## src/rtl/mma_tile_sequencer_if.sv

```systemverilog
// Stream bundle between the tile sequencer, the tile fetch logic and the result writeback.
// Carries the cfg, tile and out valid/ready channels.
interface mma_tile_sequencer_if #(
    parameter int M     = 2,
    parameter int N     = 2,
    parameter int K     = 2,
    parameter int P     = 8,
    parameter int CNT_W = 8
);
    // Valid/ready rule for every channel: a transfer happens on a rising clk edge
    // where valid && ready; valid never depends combinationally on ready.
    logic                            cfg_valid;
    logic                            cfg_ready;
    logic [CNT_W-1:0]                cfg_k_tiles;
    logic [M-1:0][N-1:0][4*P-1:0]    cfg_c;

    logic                            tile_valid;
    logic                            tile_ready;
    logic [M-1:0][K-1:0][P-1:0]      tile_a;
    logic [K-1:0][N-1:0][P-1:0]      tile_b;

    logic                            out_valid;
    logic                            out_ready;
    logic [M-1:0][N-1:0][4*P-1:0]    out_d;

    modport master (
        output cfg_valid, cfg_k_tiles, cfg_c, tile_valid, tile_a, tile_b, out_ready,
        input  cfg_ready, tile_ready, out_valid, out_d
    );

    modport slave (
        input  cfg_valid, cfg_k_tiles, cfg_c, tile_valid, tile_a, tile_b, out_ready,
        output cfg_ready, tile_ready, out_valid, out_d
    );
endinterface

```

## src/rtl/mma_tile_sequencer.sv

```systemverilog
// Sequences an external combinational MMA array (D = A*B + C) over cfg_k_tiles tile pairs.
// Optional RUN stall counter output enabled by defining MMA_TILE_SEQUENCER_STALL_CNT_EN.
module mma_tile_sequencer #(
    parameter int M     = 2,
    parameter int N     = 2,
    parameter int K     = 2,
    parameter int P     = 8,
    parameter int CNT_W = 8
) (
    input  logic                         clk,
    input  logic                         rst,
    mma_tile_sequencer_if.slave          bus,
    output logic [M-1:0][K-1:0][P-1:0]   mma_a,
    output logic [K-1:0][N-1:0][P-1:0]   mma_b,
    output logic [M-1:0][N-1:0][4*P-1:0] mma_c,
    input  logic [M-1:0][N-1:0][4*P-1:0] mma_d,
    output logic [1:0]                   dbg_state,
    output logic                         busy
`ifdef MMA_TILE_SEQUENCER_STALL_CNT_EN
    ,
    output logic [31:0]                  stall_cycles
`endif
);

    typedef enum logic [1:0] {
        IDLE = 2'd0,
        RUN  = 2'd1,
        DONE = 2'd2
    } state_t;

    state_t                       state;
    state_t                       state_nxt;
    logic [M-1:0][N-1:0][4*P-1:0] acc;
    logic [CNT_W-1:0]             cnt;
    logic [CNT_W-1:0]             k_lat;
    logic                         cfg_fire;
    logic                         tile_fire;
    logic                         last_tile;

    assign cfg_fire  = (state == IDLE) && bus.cfg_valid;
    assign tile_fire = (state == RUN) && bus.tile_valid;
    assign last_tile = (cnt == k_lat - CNT_W'(1));

    always_ff @(posedge clk) begin
        if (rst) state <= IDLE;
        else     state <= state_nxt;
    end

    always_comb begin
        state_nxt = state;
        case (state)
            IDLE: if (bus.cfg_valid) state_nxt = (bus.cfg_k_tiles == '0) ? DONE : RUN;
            RUN:  if (bus.tile_valid && last_tile) state_nxt = DONE;
            DONE: if (bus.out_ready) state_nxt = IDLE;
            default: state_nxt = IDLE;
        endcase
    end

    // Handshake outputs decode registered state only, so no valid follows a ready.
    always_comb begin
        bus.cfg_ready  = (state == IDLE);
        bus.tile_ready = (state == RUN);
        bus.out_valid  = (state == DONE);
        busy           = (state != IDLE);
        dbg_state      = state;
    end

    // The accumulator doubles as the array C operand and the result register.
    always_ff @(posedge clk) begin
        if (rst) begin
            acc   <= '0;
            cnt   <= '0;
            k_lat <= '0;
        end else if (cfg_fire) begin
            acc   <= bus.cfg_c;
            cnt   <= '0;
            k_lat <= bus.cfg_k_tiles;
        end else if (tile_fire) begin
            acc   <= mma_d;
            cnt   <= cnt + CNT_W'(1);
        end
    end

    assign mma_a     = bus.tile_a;
    assign mma_b     = bus.tile_b;
    assign mma_c     = acc;
    assign bus.out_d = acc;

`ifdef MMA_TILE_SEQUENCER_STALL_CNT_EN
    logic [31:0] stall_q;

    always_ff @(posedge clk) begin
        if (rst || cfg_fire)
            stall_q <= '0;
        else if ((state == RUN) && !bus.tile_valid && (stall_q != '1))
            stall_q <= stall_q + 32'd1;
    end

    assign stall_cycles = stall_q;
`endif

endmodule

```

## src/flat_wrapper.sv

```systemverilog
// flat-port wrapper written by rule: the top's interface ports become plain ports
module mma_tile_sequencer_flat 
#(
    parameter int M     = 2,
    parameter int N     = 2,
    parameter int K     = 2,
    parameter int P     = 8,
    parameter int CNT_W = 8
)
  (clk, rst, mma_a, mma_b, mma_c, mma_d, dbg_state, busy, bus_cfg_valid, bus_cfg_k_tiles, bus_cfg_c, bus_tile_valid, bus_tile_a, bus_tile_b, bus_out_ready, bus_cfg_ready, bus_tile_ready, bus_out_valid, bus_out_d);
  mma_tile_sequencer_if #(.M(M), .N(N), .K(K), .P(P), .CNT_W(CNT_W)) bus_i ();
  input  logic clk;
  input  logic rst;
  output logic [M-1:0][K-1:0][P-1:0] mma_a;
  output logic [K-1:0][N-1:0][P-1:0] mma_b;
  output logic [M-1:0][N-1:0][4*P-1:0] mma_c;
  input  logic [M-1:0][N-1:0][4*P-1:0] mma_d;
  output logic [1:0] dbg_state;
  output logic busy;
  input wire logic [$bits(bus_i.cfg_valid)-1:0] bus_cfg_valid;
  input wire logic [$bits(bus_i.cfg_k_tiles)-1:0] bus_cfg_k_tiles;
  input wire logic [$bits(bus_i.cfg_c)-1:0] bus_cfg_c;
  input wire logic [$bits(bus_i.tile_valid)-1:0] bus_tile_valid;
  input wire logic [$bits(bus_i.tile_a)-1:0] bus_tile_a;
  input wire logic [$bits(bus_i.tile_b)-1:0] bus_tile_b;
  input wire logic [$bits(bus_i.out_ready)-1:0] bus_out_ready;
  output wire logic [$bits(bus_i.cfg_ready)-1:0] bus_cfg_ready;
  output wire logic [$bits(bus_i.tile_ready)-1:0] bus_tile_ready;
  output wire logic [$bits(bus_i.out_valid)-1:0] bus_out_valid;
  output wire logic [$bits(bus_i.out_d)-1:0] bus_out_d;
  assign bus_i.cfg_valid = bus_cfg_valid;
  assign bus_i.cfg_k_tiles = bus_cfg_k_tiles;
  assign bus_i.cfg_c = bus_cfg_c;
  assign bus_i.tile_valid = bus_tile_valid;
  assign bus_i.tile_a = bus_tile_a;
  assign bus_i.tile_b = bus_tile_b;
  assign bus_i.out_ready = bus_out_ready;
  assign bus_cfg_ready = bus_i.cfg_ready;
  assign bus_tile_ready = bus_i.tile_ready;
  assign bus_out_valid = bus_i.out_valid;
  assign bus_out_d = bus_i.out_d;
  mma_tile_sequencer #(.M(M), .N(N), .K(K), .P(P), .CNT_W(CNT_W)) u_core (.clk(clk), .rst(rst), .bus(bus_i), .mma_a(mma_a), .mma_b(mma_b), .mma_c(mma_c), .mma_d(mma_d), .dbg_state(dbg_state), .busy(busy));
endmodule
```

## config.mk

```make
export PLATFORM = sky130hd
export DESIGN_NAME = mma_tile_sequencer_flat
export DESIGN_NICKNAME = d
export VERILOG_FILES = /design/src/rtl/mma_tile_sequencer_if.sv /design/src/rtl/mma_tile_sequencer.sv /design/src/flat_wrapper.sv
export SDC_FILE = /design/constraint.sdc
export NUM_CORES = 1
export LEC_CHECK = 0
export BUFFER_PORTS_ARGS = -buffer_cell sky130_fd_sc_hd__buf_2
export CAP_MARGIN = 10
export CORE_AREA = 2 2 260 262
export DETAILED_ROUTE_END_ITERATION = 16
export DIE_AREA = 0 0 262 264
export HOLD_SLACK_MARGIN = 0.06
export PLACE_DENSITY_LB_ADDON = 0.08
export SLEW_MARGIN = 20
export SYNTH_ARGS = -nofsm -noshare
export SYNTH_HDL_FRONTEND = slang
export SYNTH_SLANG_ARGS = --single-unit
export TNS_END_PERCENT = 1
```

## constraint.sdc

```tcl
create_clock -name clk -period 3.93 [get_ports clk]
set_clock_uncertainty 0.2 [all_clocks]
set_input_delay 0 -clock clk [delete_from_list [all_inputs] [get_ports clk]]
set_output_delay 0 -clock clk [all_outputs]
set_load 0.02 [all_outputs]
```

==> qor.yml, run 1 <==
outcome: "complete, no violations"
yosys.area_share.simple_pct: 9.73
syn_inst: 894
peakVddDrop_uv: 262
worstSetupEndpointType: "flop"
critPathKind: "flop to flop"
dpl_cell_area_um2: 10200
setup_viol: 0
first_pass_iters: 4
layout_common_cells: "529 x buf_2, 346 x dlygate4sd3_1, 146 x dfxtp_1"
worst_pin_slew_ns: 0.979
start_kind: "flop"
nFillCells: 7509
wl_per_cell_um: 14.5
power.density_nw_per_um2: 363
die_x_um: 262
critPathMaxFanout: 78
cap_viol_max_count: 0
arrival_ns: 3.36
ys.warnings.count: 0
hp-class: "primary input to flop"
fp.dieArea_um2: 69200
portBuffers: 530
fin_crit_ns: 3.14
synth_fa_ha_area_share_pct: 0.310
grt_max_degree: 82
place.gp.congestion: 0.699
cts-root-buf: "clkbuf_16"
cts_buffers: 17
tritoncts: "done"
syn_nets: 1229
core_um2: 66600
grt_usage_pct: 9.95
crit_buf_inv: 3
final_common_cell: "buf_2"
via_per_inst: 3.57
grt_pass1_wl_mm: 52.2
rows: 95
syn_area_um2: 8070
ys_types: 38
die-height_um: 264
slew_headroom_pct: 34.7
synth_xor_area_share_pct: 1.41
synth_ff_type: "dfxtp_1"
cpPeakStageDelay_ns: 0.72
drive_above_1_share_pct: 37.1
synth_top_family_by_area: "buffers and inverters"
syn2layout_area_growth_pct: 76.3
rsz0062_at_grt: "no"
ant_nets: 0
insertion_delay_ns: 0.47
async_reset_ff_share_pct: 0
whs_ns: 0.173
clock.fmax_mhz: 318
vias: 8690
antenna_found_initial: 3
io_pins: 659
tns_ns: 0
nets: 1879
stdcell_area_um2: 14200
yosysSeqAreaShare_pct: 36.2
synthMuxAreaShare_pct: 16.0
cts_setup_buffers: 0
ys_ff_latch: 146
worst_path_dominant_cell_family: "buffers and inverters"
synth_enable_flop_cells: 0
drc: 0
htreeDepth: 4
drtIter0Drc: 214
cp.required_ns: 4.15
postSynthAreaPerCell_um2: 9.03
drv_slew: 0
cp_cell_sequence: "nor2_1 > nand2_4 > buf_4 > buf_4 > nor2_1 > a211oi_1 > dlygate4sd3_1"
initial_core_util_pct: 12.1
path_clk_slew_ns: 0.07
grt_pass1_vias: 8990
grt-ovfl-total: 0
slowest_stage: "nand2_4"
hold_viol_final: 0
synth_compound_area_share_pct: 14.1
dp_hpwl_mm: 24.7
clock_sink_count: 146
clk_path_buf_depth: 2
routed_wl_mm: 35.2
post-route-period-util_pct: 80.0
p_leak_nw: 6.52
report_power, final:
part	switching [mW]	internal, mW	total (mW)
clock	0.765	0.933	1.70
sequential	0.140	1.63	1.77
combinational	0.904	0.799	1.70
routing by layer:
metal / vias to the layer above / share of wire, % / track usage (%)
met4: 2 / 1.6 / 3.21
met2: 295 / 54 / 18.6
li1: 4215 / - / -
met3: 35 / 5.5 / 2.54
met5: - / 0.020 / 0
met1: 4143 / 39 / 10.8
sequential cells by signal, summed over array words and instances (netlist names):
| register | count |
|---|---|
| u_core.cnt | 8 |
| u_core.dbg_state | 2 |
| u_core.k_lat | 8 |
| u_core.bus.out_d | 128 |
final timing paths:
| check | start | end | slack [ns] | cells after the start |
|---|---|---|---|---|
| worst max register to register | u_core.dbg_state[1]$_SDFFE_PP0P_ | u_core.bus.out_d[68]$_SDFFE_PP0P_ | 0.79 | 7 |
| worst min-delay path | bus_cfg_c[78] | u_core.bus.out_d[78]$_SDFFE_PP0P_ | 0.17 | 4 |
| worst min register to register | u_core.cnt[5]$_SDFFE_PP0P_ | u_core.cnt[5]$_SDFFE_PP0P_ | 0.33 | 2 |
| worst max-delay path | u_core.dbg_state[1]$_SDFFE_PP0P_ | u_core.bus.out_d[68]$_SDFFE_PP0P_ | 0.79 | 7 |
per-stage QoR:
stage | setup WS (ns) | util [%] | instances | total power [mW]
after floorplan | 1.73 | - | 894 | 2.83
after global placement | 1.33 | 15.3 | 2052 | 3.13
after detailed placement | 1.29 | 15.3 | 2052 | 3.11
after CTS | 0.776 | 21.4 | 2430 | 5.31
after global routing | 0.536 | 21.4 | 2431 | 5.49
final | 0.788 | 21.4 | 2431 | 5.17
area by class of cell:
class	instances	area, um^2	share of cell area, %
flip-flops and latches	146	2920	20.5
well taps	873	1090	7.67
clock inverters	13	138	0.967
clock buffers	19	433	3.04
repair buffers	886	6260	44.0
diodes	1	2.50	0.0176
inverters	6	22.5	0.158
multi-input cells	487	3370	23.6
repair_timing:
action | in CTS | in global routing
hold buffers | 346 | 0
endpoints found under the hold margin | 210 | 0
resized for setup | 0 | 0
cell families (layout without fill, tap and decap cells):
kind of cell,Yosys count,after routing
multiplexers,129,129
buffers and inverters,261,924
other,0,1
AND/OR/NAND/NOR,188,188
XOR/XNOR,13,13
flip-flops,146,146
AO/OA/AOI/OAI,155,155
adder cells (fa/ha/maj),2,2
worst register-to-register path: stages (launching register included):
cell	delay, ns
dfxtp_1	0.43
nor2_1	0.14
nand2_4	0.72
buf_4	0.41
buf_4	0.29
nor2_1	0.08
a211oi_1	0.24
dlygate4sd3_1	0.58
cell usage after synthesis, types with 4 or more instances:
master | count | area, um^2
mux2i_1 | 129 | 1290
nand4_1 | 4 | 25.0
inv_1 | 6 | 22.5
a21oi_1 | 12 | 60.1
nand2_1 | 24 | 90.1
a211oi_1 | 129 | 968
xor2_1 | 7 | 61.3
clkbuf_1 | 37 | 139
buf_2 | 9 | 45.0
xnor2_1 | 6 | 52.6
dfxtp_1 | 146 | 2920
buf_6 | 8 | 90.1
buf_4 | 199 | 1490
nor2_1 | 140 | 526
Note: power is estimated with default switching activity, not from simulation.
==> run 2, diff against run 1 <==
==> constraint.sdc (replaced) <==
create_clock -name clk -period 2.8 [get_ports clk]
set_clock_uncertainty 0.2 [all_clocks]
set_input_delay 0 -clock clk [delete_from_list [all_inputs] [get_ports clk]]
set_output_delay 0 -clock clk [all_outputs]
set_load 0.02 [all_outputs]
==> qor.yml, run 2 (synthesized netlist as in run 1, its figures left out) <==
outcome: "complete, no violations"  # unchanged
dpl_cell_area_um2: 10200  # about the same
setup_viol: 0  # unchanged
cp.required_ns: 2.95  # was 4.15 ns
cts_buffers: 17  # unchanged
largest_reg_flops: 128  # unchanged
core_um2: 66600  # unchanged
cap_viol_max_count: 0  # unchanged
grt-ovfl-total: 0  # unchanged
r2r_start: "u_core.dbg_state[0]$_SDFFE_PP0P_"  # was u_core.dbg_state[1]$_SDFFE_PP0P_
r2r_slack_ns: 0.14  # was 0.79 ns
arrival_ns: 2.81  # was 3.36 ns
final_common_cell: "buf_2"  # unchanged
power.density_nw_per_um2: 502  # was 363 nW/um^2
routed_wl_mm: 35.7  # was 35.2 mm
rr_worst_depth: 7  # unchanged
worst_pin_slew_ns: 0.802  # was 0.979 ns
via_per_inst: 3.54  # was 3.57
clk_path_buf_depth: 2  # unchanged
portBuffers: 530  # unchanged
critPathMaxFanout: 46  # was 78
endpoint: "u_core.bus.out_d[64]$_SDFFE_PP0P_"  # was u_core.bus.out_d[68]$_SDFFE_PP0P_
layout_common_cells: "529 x buf_2, 397 x dlygate4sd3_1, 146 x dfxtp_1"  # was 529 x buf_2, 346 x dlygate4sd3_1, 146 x dfxtp_1
grt_pass1_wl_mm: 52.9  # was 52.2 mm
whs_ns: 0.154  # was 0.173 ns
rows: 95  # unchanged
die_x_um: 262  # unchanged
ant_nets: 0  # unchanged
io_pins: 659  # unchanged
r2r_end: "u_core.bus.out_d[64]$_SDFFE_PP0P_"  # was u_core.bus.out_d[68]$_SDFFE_PP0P_
insertion_delay_ns: 0.47  # about the same
worstSetupEndpointType: "flop"  # unchanged
fin_crit_ns: 2.66  # was 3.14 ns
first_pass_iters: 4  # unchanged
grt_usage_pct: 10.1  # was 9.95%
worstSetupStartpoint: "u_core.dbg_state[0]$_SDFFE_PP0P_"  # was u_core.dbg_state[1]$_SDFFE_PP0P_
drc: 0  # unchanged
post-route-period-util_pct: 94.9  # was 80.0%
stdcell_area_um2: 14800  # was 14200 um^2
place.gp.congestion: 0.685  # was 0.699
hold_viol_final: 0  # unchanged
drv_slew: 0  # unchanged
drive_above_1_share_pct: 35.8  # was 37.1%
peakVddDrop_uv: 358  # was 262 uV
diodes: 0  # was 1
dp_hpwl_mm: 24.2  # was 24.7 mm
antenna_found_initial: 1  # was 3
grt_max_degree: 137  # was 82
fp.dieArea_um2: 69200  # unchanged
htreeDepth: 4  # unchanged
hp-class: "primary input to flop"  # unchanged
slew_headroom_pct: 46.5  # was 34.7%
wl_per_cell_um: 14.4  # was 14.5 um
syn2layout_area_growth_pct: 83.0  # was 76.3%
critPathKind: "flop to flop"  # unchanged
nFillCells: 7375  # was 7509
rsz0062_at_grt: "yes"  # was no
tritoncts: "done"  # unchanged
initial_core_util_pct: 12.1  # unchanged
die-height_um: 264  # unchanged
cts-root-buf: "clkbuf_16"  # unchanged
start_kind: "flop"  # unchanged
drtIter0Drc: 225  # was 214
p_leak_nw: 6.75  # was 6.52 nW
nets: 1927  # was 1879
grt_pass1_vias: 9093  # was 8990
path_clk_slew_ns: 0.07  # about the same
clock_sink_count: 146  # unchanged
vias: 8780  # was 8690
clock.fmax_mhz: 376  # was 318 MHz
-- run 2: changes by cell type in the layout (fill, tap and decap cells not counted), sizes merged --
cell         before  now
dlygate4sd3     346  397
clkinv            7    2
diode             1    0
clkinvlp          3    1
buf             540  537
clkbuf           19   25
-- run 2: critical path, stage by stage (launching register included) --
cell and delay, ns:
dfxtp_1 0.38, inv_1 0.11, nor3b_4 0.33, buf_12 0.21
buf_12 0.31, mux2i_1 0.23, a211oi_1 0.08, dlygate4sd3_1 0.60
-- run 2: what timing repair did --
item / in CTS / in global routing
resized for setup: 0 / 2
setup buffers: 0 / 0
endpoints found under the hold margin: 210 / 0
setup endpoints to repair: 0 / 43
hold buffers: 397 / 0
-- run 2: worst min path at each step --
stage | startpoint | to | slack (ns) | depth (start not counted)
after CTS | rst | u_core.dbg_state[0]$_SDFFE_PP0P_ | 0.08 | 3
after detailed placement | bus_tile_a[12] | mma_a[12] | -0.20 | 0
after floorplan | bus_tile_a[0] | mma_a[0] | -0.09 | 1
after global routing | rst | u_core.dbg_state[0]$_SDFFE_PP0P_ | 0.13 | 3
final | rst | u_core.dbg_state[0]$_SDFFE_PP0P_ | 0.15 | 3
after global placement | bus_tile_a[12] | mma_a[12] | -0.20 | 0
-- run 2: layout make-up --
class,instances,area [um^2],area share [%]
clock buffers,25,515,3.49
clock inverters,6,93.8,0.635
inverters,6,22.5,0.152
multi-input cells,487,3370,22.8
flip-flops and latches,146,2920,19.8
well taps,873,1090,7.39
repair buffers,934,6760,45.7
-- run 2: through the flow --
step / setup WS [ns] / std cells / util, % / total power [mW] / TNS [ns]
floorplan: 0.600 / 894 / - / 3.97 / 0
global placement: 0.559 / 2049 / 15.3 / 4.38 / 0
detailed placement: 0.545 / 2049 / 15.3 / 4.36 / 0
CTS: 0.0403 / 2477 / 22.2 / 7.62 / 0
global route: -0.0126 / 2477 / 22.2 / 7.86 / -0.0126
finish: 0.142 / 2477 / 22.2 / 7.42 / 0
-- run 2: metal layers --
layer	vias to the layer above	GRT usage (%)	share of wire, %
met3	26	2.63	5.3
li1	4314	-	-
met1	4145	11.2	40
met5	-	0	0
met2	295	18.4	54
met4	0	3.37	1.4
-- run 2: where the power goes --
part | internal (mW) | leakage (nW) | switching (mW)
registers | 2.29 | 1.21 | 0.196
clock network | 1.46 | 0.296 | 1.06
logic | 1.14 | 5.24 | 1.28
==> run 3, diff against run 2 <==
--- a/config.mk
+++ b/config.mk
@@ -7,9 +7,9 @@
 export LEC_CHECK = 0
 export BUFFER_PORTS_ARGS = -buffer_cell sky130_fd_sc_hd__buf_2
 export CAP_MARGIN = 10
-export CORE_AREA = 2 2 260 262
+export CORE_AREA = 2 2 258 260
 export DETAILED_ROUTE_END_ITERATION = 16
-export DIE_AREA = 0 0 262 264
+export DIE_AREA = 0 0 260 262
 export HOLD_SLACK_MARGIN = 0.06
 export PLACE_DENSITY_LB_ADDON = 0.08
 export SLEW_MARGIN = 20
==> qor.yml, run 3 (synthesized netlist as in run 1, its figures left out) <==
outcome: "complete, no violations"  # unchanged
layout_common_cells: "529 x buf_2, 348 x dlygate4sd3_1, 144 x dfxtp_1"  # was 529 x buf_2, 397 x dlygate4sd3_1, 146 x dfxtp_1
grt_usage_pct: 10.3  # was 10.1%
htreeDepth: 4  # unchanged
via_per_inst: 3.56  # was 3.54
worst_pin_slew_ns: 0.628  # was 0.802 ns
ant_nets: 0  # unchanged
vias: 8646  # was 8780
initial_core_util_pct: 12.4  # was 12.1%
tns_ns: 0  # unchanged
fin_crit_ns: 2.67  # was 2.66 ns
utilization_pct: 22.0  # was 22.2%
grt_pass1_vias: 8804  # was 9093
arrival_ns: 2.84  # was 2.81 ns
clkPwrFrac_pct: 34.1  # was 34.0%
rr_worst_depth: 7  # unchanged
dp_hpwl_mm: 26.1  # was 24.2 mm
pre_cts_slack_ns: 0.581  # was 0.545 ns
peakVddDrop_uv: 405  # was 358 uV
slowest_stage: "dlygate4sd3_1"  # unchanged
r2r_slack_ns: 0.13  # was 0.14 ns
routed_wl_mm: 36.7  # was 35.7 mm
critPathMaxFanout: 22  # was 46
wl_per_cell_um: 15.1  # was 14.4 um
grt-ovfl-total: 0  # unchanged
path_clk_slew_ns: 0.07  # about the same
clk_path_buf_depth: 2  # unchanged
nFillCells: 7324  # was 7375
p_leak_nw: 6.60  # was 6.75 nW
hold_path_depth: 6  # was 3
r2r_end: "u_core.bus.out_d[45]$_SDFFE_PP0P_"  # was u_core.bus.out_d[64]$_SDFFE_PP0P_
final_common_cell: "buf_2"  # unchanged
drc: 0  # unchanged
cpPeakStageDelay_ns: 0.57  # was 0.60 ns
core_um2: 65300  # was 66600 um^2
drive_above_1_share_pct: 37.5  # was 35.8%
critPathKind: "flop to flop"  # unchanged
die_x_um: 260  # was 262 um
p_total_mw: 7.46  # was 7.42 mW
switchingPower_mw: 2.53  # was 2.54 mW
p_seq_share_pct: 33.3  # was 33.5%
fp.dieArea_um2: 68100  # was 69200 um^2
fin_ws_ns: 0.129  # was 0.142 ns
holdPathEnd: "u_core.cnt[4]$_SDFFE_PP0P_"  # was u_core.dbg_state[0]$_SDFFE_PP0P_
insertion_delay_ns: 0.47  # about the same
cap_viol_max_count: 0  # unchanged
cts-root-buf: "clkbuf_16"  # unchanged
worstHoldStart: "bus_tile_valid"  # was rst
hp-class: "primary input to flop"  # unchanged
cp_cell_sequence: "inv_1 > nor3b_2 > buf_12 > buf_4 > mux2i_1 > a211oi_1 > dlygate4sd3_1"  # was inv_1 > nor3b_4 > buf_12 > buf_12 > mux2i_1 > a211oi_1 > dlygate4sd3_1
start_kind: "flop"  # unchanged
largest_reg_flops: 128  # unchanged
syn2layout_area_growth_pct: 78.0  # was 83.0%
place_inst: 2052  # was 2049
drv_slew: 0  # unchanged
crit_buf_inv: 4  # unchanged
rsz0062_at_grt: "yes"  # unchanged
setup_viol: 0  # unchanged
first_pass_iters: 4  # unchanged
portBuffers: 530  # unchanged
place.gp.congestion: 0.732  # was 0.685
cts_buffers: 17  # unchanged
worst_path_dominant_cell_family: "buffers and inverters"  # unchanged
post-route-period-util_pct: 95.4  # was 94.9%
cp.required_ns: 2.97  # was 2.95 ns
io_pins: 659  # unchanged
hold_viol_final: 0  # unchanged
grt_max_degree: 78  # was 137
clock.fmax_mhz: 374  # was 376 MHz
combPwrFrac_pct: 32.6  # about the same
tritoncts: "done"  # unchanged
worstSetupEndpointType: "flop"  # unchanged
power.density_nw_per_um2: 519  # was 502 nW/um^2
drtIter0Drc: 168  # was 225
internal-power_mw: 4.93  # was 4.88 mW
die-height_um: 262  # was 264 um
cts_setup_buffers: 0  # unchanged
stdcell_count: 2431  # was 2477
grt_pass1_wl_mm: 52.3  # was 52.9 mm
antenna_found_initial: 5  # was 1
clock_sink_count: 146  # unchanged
rows: 94  # was 95
r2r_start: "u_core.dbg_state[0]$_SDFFE_PP0P_"  # unchanged
p_sw_share_pct: 33.9  # was 34.2%
slew_headroom_pct: 58.1  # was 46.5%
nets: 1890  # was 1927
## run 3: cell count changes in the layout (fill, tap and decap cells not counted), sizes merged
cell         change
buf             +12
bufinv           +2
clkbuf           -4
clkinv           +1
clkinvlp         +1
diode            +1
dlygate4sd3     -49
inv              -1
## run 3: timing repair
| action | 4_1_cts | 5_1_grt |
|---|---|---|
| endpoints found under the setup margin | 0 | 40 |
| hold endpoints to repair | 202 | 0 |
| hold buffers | 348 | 0 |
| resized for setup | 0 | 3 |
## run 3: power groups by stage
| stage | Sequential (mW) | Clock, mW | Combinational (mW) |
|---|---|---|---|
| after global routing | 2.52 | 2.76 | 2.62 |
| after detailed placement | 2.54 | 0 | 1.87 |
| after global placement | 2.55 | 0 | 1.87 |
| after CTS | 2.50 | 2.71 | 2.46 |
| after floorplan | 2.71 | 0 | 1.26 |
| final | 2.49 | 2.54 | 2.43 |
## run 3: final cells by class
class,count,area [um^2],share of cell area (%)
repair buffers,897,6370,44.3
multi-input cells,487,3370,23.4
flip-flops and latches,146,2930,20.3
well taps,864,1080,7.52
clock buffers,21,450,3.13
clock inverters,9,158,1.10
inverters,6,22.5,0.157
diodes,1,2.50,0.0174
## run 3: worst max-delay path by stage
stage	end	cells past startpoint	slack (ns)	start
5_1_grt	u_core.bus.out_d[126]$_SDFFE_PP0P_	6	-0.08	u_core.dbg_state[1]$_SDFFE_PP0P_
4_1_cts	u_core.dbg_state[1]$_SDFFE_PP0P_	8	0.05	u_core.k_lat[0]$_SDFFE_PP0P_
3_5_place_dp	u_core.dbg_state[1]$_SDFFE_PP0P_	7	0.58	u_core.k_lat[0]$_SDFFE_PP0P_
2_1_floorplan	u_core.dbg_state[1]$_SDFFE_PP0P_	9	0.60	u_core.k_lat[0]$_SDFFE_PP0P_
6_report	u_core.bus.out_d[45]$_SDFFE_PP0P_	7	0.13	u_core.dbg_state[0]$_SDFFE_PP0P_
3_3_place_gp	u_core.dbg_state[1]$_SDFFE_PP0P_	7	0.59	u_core.k_lat[0]$_SDFFE_PP0P_
## run 3: worst register-to-register path: stages, from the launching register on
cell and delay, ns:
dfxtp_1 0.38, inv_1 0.09, nor3b_2 0.36, buf_12 0.26, buf_4 0.35, mux2i_1 0.26
a211oi_1 0.09, dlygate4sd3_1 0.57
## run 3: per-layer routing
layer  routed length (um)  up-vias  global-route usage, %  share of wire (%)
met5                   44        -                      0               0.12
met2                19800      283                   18.9                 54
met3                 1760       29                   2.49                4.8
met4                  523        6                   3.75                1.4
met1                14600     4090                   11.5                 40
li1                     -     4238                      -                  -
## run 3: metrics by stage
stage | area, um^2 | hold WS [ns]
global placement | 10300 | -0.200
detailed placement | 10300 | -0.200
floorplan | 8070 | -0.0874
global route | 14400 | 0.175
CTS | 14400 | 0.102
finish | 14400 | 0.137
